[src/rtl/serial_add_sequencer.sv]
// Bit-serial adder/subtractor: one shared full-adder cell (two half adders + OR)
// processes WIDTH bits LSB first, then presents SUM/COUT with a one-cycle DONE.

module half_adder (
  input  logic a,
  input  logic b,
  output logic s,
  output logic c
);
  assign s = a ^ b;
  assign c = a & b;
endmodule

module serial_add_sequencer #(
  parameter int unsigned WIDTH = 8
) (
  input  logic             CLK,
  input  logic             RST,
  input  logic             START,
  input  logic             SUB,
  input  logic [WIDTH-1:0] A,
  input  logic [WIDTH-1:0] B,
  output logic             BUSY,
  output logic             DONE,
  output logic [WIDTH-1:0] SUM,
  output logic             COUT
);
  localparam int unsigned CW = (WIDTH > 1) ? $clog2(WIDTH) : 1;

  typedef enum logic [1:0] {IDLE, RUN, FIN} state_t;

  state_t           state;
  logic [WIDTH-1:0] ra;
  logic [WIDTH-1:0] rb;
  logic [WIDTH-2:0] sr;
  logic             c;
  logic [CW-1:0]    cnt;

  logic             p;
  logic             g1;
  logic             s;
  logic             g2;
  logic             co;
  logic [WIDTH-1:0] sum_full;

  half_adder ha0 (.a(ra[0]), .b(rb[0]), .s(p), .c(g1));
  half_adder ha1 (.a(p),     .b(c),     .s(s), .c(g2));
  assign co = g1 | g2;

  // Only the upper WIDTH-1 sum bits are stored; the current cell output
  // completes the word, so the final edge can load SUM directly.
  assign sum_full = {s, sr};

  always_ff @(posedge CLK or posedge RST) begin
    if (RST) begin
      state <= IDLE;
      ra    <= '0;
      rb    <= '0;
      sr    <= '0;
      c     <= 1'b0;
      cnt   <= '0;
      BUSY  <= 1'b0;
      DONE  <= 1'b0;
      SUM   <= '0;
      COUT  <= 1'b0;
    end else begin
      case (state)
        IDLE, FIN: begin
          DONE <= 1'b0;
          if (START) begin
            ra    <= A;
            rb    <= SUB ? ~B : B;
            c     <= SUB;
            sr    <= '0;
            cnt   <= '0;
            BUSY  <= 1'b1;
            state <= RUN;
          end else begin
            state <= IDLE;
          end
        end
        RUN: begin
          ra  <= ra >> 1;
          rb  <= rb >> 1;
          sr  <= sum_full[WIDTH-1:1];
          c   <= co;
          cnt <= cnt + 1'b1;
          if (cnt == CW'(WIDTH - 1)) begin
            SUM   <= sum_full;
            COUT  <= co;
            BUSY  <= 1'b0;
            DONE  <= 1'b1;
            state <= FIN;
          end
        end
        default: state <= IDLE;
      endcase
    end
  end
endmodule

[config.mk]
export PLATFORM = sky130hd
export DESIGN_NAME = serial_add_sequencer
export DESIGN_NICKNAME = d
export VERILOG_FILES = /design/src/rtl/serial_add_sequencer.sv
export SDC_FILE = /design/constraint.sdc
export NUM_CORES = 1
export LEC_CHECK = 0
export CAP_MARGIN = 20
export CORE_MARGIN = 2
export CORE_UTILIZATION = 49
export DETAILED_ROUTE_END_ITERATION = 10
export PLACE_DENSITY = 0.84
export SLEW_MARGIN = 15
export SYNTH_ARGS = -nofsm -noshare
export SYNTH_HDL_FRONTEND = slang
export SYNTH_SLANG_ARGS = --single-unit
[constraint.sdc]
create_clock -name CLK -period 2 [get_ports CLK]
set_input_delay 0.6 -clock CLK [delete_from_list [all_inputs] [get_ports CLK]]
set_output_delay 0.6 -clock CLK [all_outputs]
set_load 0.02 [all_outputs]
==> key figures <==
Clock network
  – Clk root buf: clkbuf_4
  – Worst-Skew Late Latency: roughly 0.37 ns
  – H-tree levels: 2
  – CTS max path bufs: 2
  – CTS Sinks: 40
  – CTS tree: built
  – Clock-pin slew on the worst setup and hold paths: around 0.12 ns
  – CTS Buf Count: 5

Min path
  – Hold crit path type: register to register
  – Hold depth: 1

Setup path
  – CP required: about 1.4 ns
  – Critical path depth: 1
  – CP Class: register to primary output
  – CP Max Fanout: 2
  – R2R setup slack: between 0.3 and 0.4 ns
  – Buf/Inv on CP: 1
  – R2R depth: 4
  – Max stage delay cell, worst path: clkdlybuf4s50_1
  – CP peak stage delay: slightly above 0.6 ns
  – Worst path cell trace: clkdlybuf4s50_1
  – Crit start category: register
  – Crit. End Element: primary output
  – Critical path's top delay family: buffers and inverters
  – Critical Path AT: 1.34 ns

Timing
  – Final period util: between 90% and 100%
  – Setup TNS: 0 ns
  – Worst setup margin: around 0.057 ns
  – Final setup fails: 0
  – Endpoints failing hold: 0
  – Slew @ Worst Pin: just under 0.5 ns
  – Fmax: approximately 510 MHz
  – RSZ-0062 raised after global routing: false
  – WHS: 0.497 ns
  – Layout Skew: 0.0130 ns
  – Rel. slew slack: 67.1%
  – Final Max Slew Viols: 0
  – Minimum clock period: between 1.5 and 2 ns

Placement
  – Pre-CTS setup slack: -0.0230 ns
  – IO Port Bufs: 30
  – Dpl cell area: ~2000 sq um
  – Post-DP HPWL: about 2.1 mm
  – Cell count after placement: a little under 200
  – Gp weighted congestion: ~0.73

Final layout
  – Synthesis-to-layout area growth: 25.5%
  – Ant diodes: 0
  – Post-route insts no fill: ~200
  – Fill count: around 280
  – Final instance area: around 2100 sq um
  – Final nets: 179
  – Share of cells above drive strength 1: between 15 and 20%

Routing
  – Vias: about 1100
  – Vias per inst: between 5 and 6
  – DRT antenna net count: 0
  – WL/cell: roughly 15 microns
  – Drt drc: 0
  – Initial drt markers: 42
  – Pre-Repair DR Iteration Count: 4
  – Routed WL: ~3 mm

Global route
  – First-pass GRT wire length: between 5 and 6 mm
  – Largest net degree at the start of global routing: between 40 and 50
  – Antenna violations before repair: 0
  – Total track usage: between 10% and 20%
  – Total grt overflow: 0
  – Vias in the first global route: between 1000 and 1500

Synthesis
  – Post-synthesis sequential area ratio: around 60%
  – Synth Instances: between 100 and 150
  – Post-synthesis register bit count: 40
  – Post-synthesis average cell area: 13.7 sq um
  – Syn_nets: roughly 150
  – Yosys cell types: 22
  – Synthesized cell area: 1680 sq um
  – Yosys warnings: 0

Power
  – Leak: 1.03 nW
  – Pwr/cell area: roughly 1600 nW/um^2
  – Max IR drop VDD: around 0.76 mV

Die
  – Width of the die: around 63 microns
  – Core Area: 3310 sq um
  – Die area: 3910 sq um
  – Initial core utilization: between 50% and 60%
  – # IOs: 31
  – Die Y-Extent: between 60 and 70 microns
  – Rows: 21

Run
  – Max_cap viols: 0

Outcome
  – Status: finished, final reports clean
-- path summary, 6_finish.rpt --
kind                           to     start
setup / recovery             BUSY      BUSY
hold / removal              ra[6]     ra[6]
setup reg to reg            sr[5]  state[0]
hold reg to reg             ra[6]     ra[6]
max in group asynchronous   sr[2]       RST
min in group asynchronous  cnt[1]       RST
-- kinds of logic after synthesis --
group,Yosys count,share of synthesized area (%)
AOI/OAI and AO/OA,36,18.4
xor gates and xnor gates,8,4.17
adders and majority gates,3,2.68
buffers and inverters,12,4.17
DFF,40,59.6
muxes,10,6.71
and+or+nand+nor,14,4.25
-- layer usage --
metal / global-route usage (%) / part of all wire (%) / up-vias
met4: 7.50 / 2.1 / 0
met5: 0 / 0 / -
met1: 22.3 / 42 / 564
met2: 27.6 / 49 / 43
li1: - / - / 510
met3: 7.03 / 7.2 / 7
-- report_power, final --
part	internal (mW)	leakage [nW]	total (mW)	switching (mW)
sequential	1.17	0.503	1.39	0.224
clock	0.267	0.0418	0.549	0.282
combinational	0.722	0.489	1.35	0.629
-- repair_timing --
action / CTS / global route
hold buffers: 0 / 0
resized for setup: 0 / 3
setup endpoints to repair: 0 / 3
buffers inserted: 0 / 0
-- cells in the mapped netlist --
cell type   n  area share, %
nand2b_1    1           0.37
buf_1       1           0.22
fa_1        1            1.2
xnor2_1     7            3.7
nor2_4      1           0.67
buf_2       5            1.5
a22o_1     19            9.9
o21ai_0     1           0.30
nand2_1     2           0.45
nor2_1      7            1.6
and2b_1     1           0.45
a221o_1     7            4.2
a21o_1      9            4.0
xor2_1      1           0.52
buf_4       1           0.45
nand2_2     1           0.37
mux2_2     10            6.7
nor2b_1     1           0.37
ha_1        2            1.5
dfrtp_1    40             60
inv_1       3           0.67
buf_6       2            1.3
-- metrics by stage --
step / power [mW] / utilization (%)
2_1_floorplan: 2.34 / -
3_3_place_gp: 2.68 / 60.9
3_5_place_dp: 2.78 / 60.9
4_1_cts: 3.33 / 63.4
5_1_grt: 3.52 / 63.6
6_report: 3.29 / 63.6
-- sequential cells by signal, indices dropped and copies added, names as in the netlist --
signal and count:
SUM 8, ra 8, rb 8, sr 7, cnt 3, state 2
BUSY 1, COUT 1, DONE 1, c 1
-- final cells by class --
| class | instances | area (sq um) | share of cell area [%] |
|---|---|---|---|
| flip-flops and latches | 40 | 1000 | 47.5 |
| well taps | 46 | 57.6 | 2.73 |
| clock inverters | 3 | 46.3 | 2.20 |
| repair buffers | 35 | 345 | 16.4 |
| clock buffers | 5 | 37.5 | 1.78 |
| inverters | 3 | 11.3 | 0.534 |
| multi-input cells | 71 | 608 | 28.9 |
-- cell usage in the layout (no fill, tap or decap) --
master           instances
bufinv_16                1
nor2_1                   7
nand2_2                  1
buf_4                    5
and2b_1                  1
a21o_1                   9
nor2_4                   1
dlymetal6s2s_1           3
inv_1                    3
nand2_1                  2
xnor2_1                  7
clkbuf_4                 5
xor2_1                   1
a22o_1                  19
nor2b_1                  1
clkdlybuf4s50_1         27
ha_1                     2
a221o_1                  7
dfrtp_1                 40
inv_6                    1
nand2b_1                 1
mux2_2                  10
o21ai_0                  1
fa_1                     1
clkinvlp_4               1
Note: power is estimated with default switching activity, not from simulation.
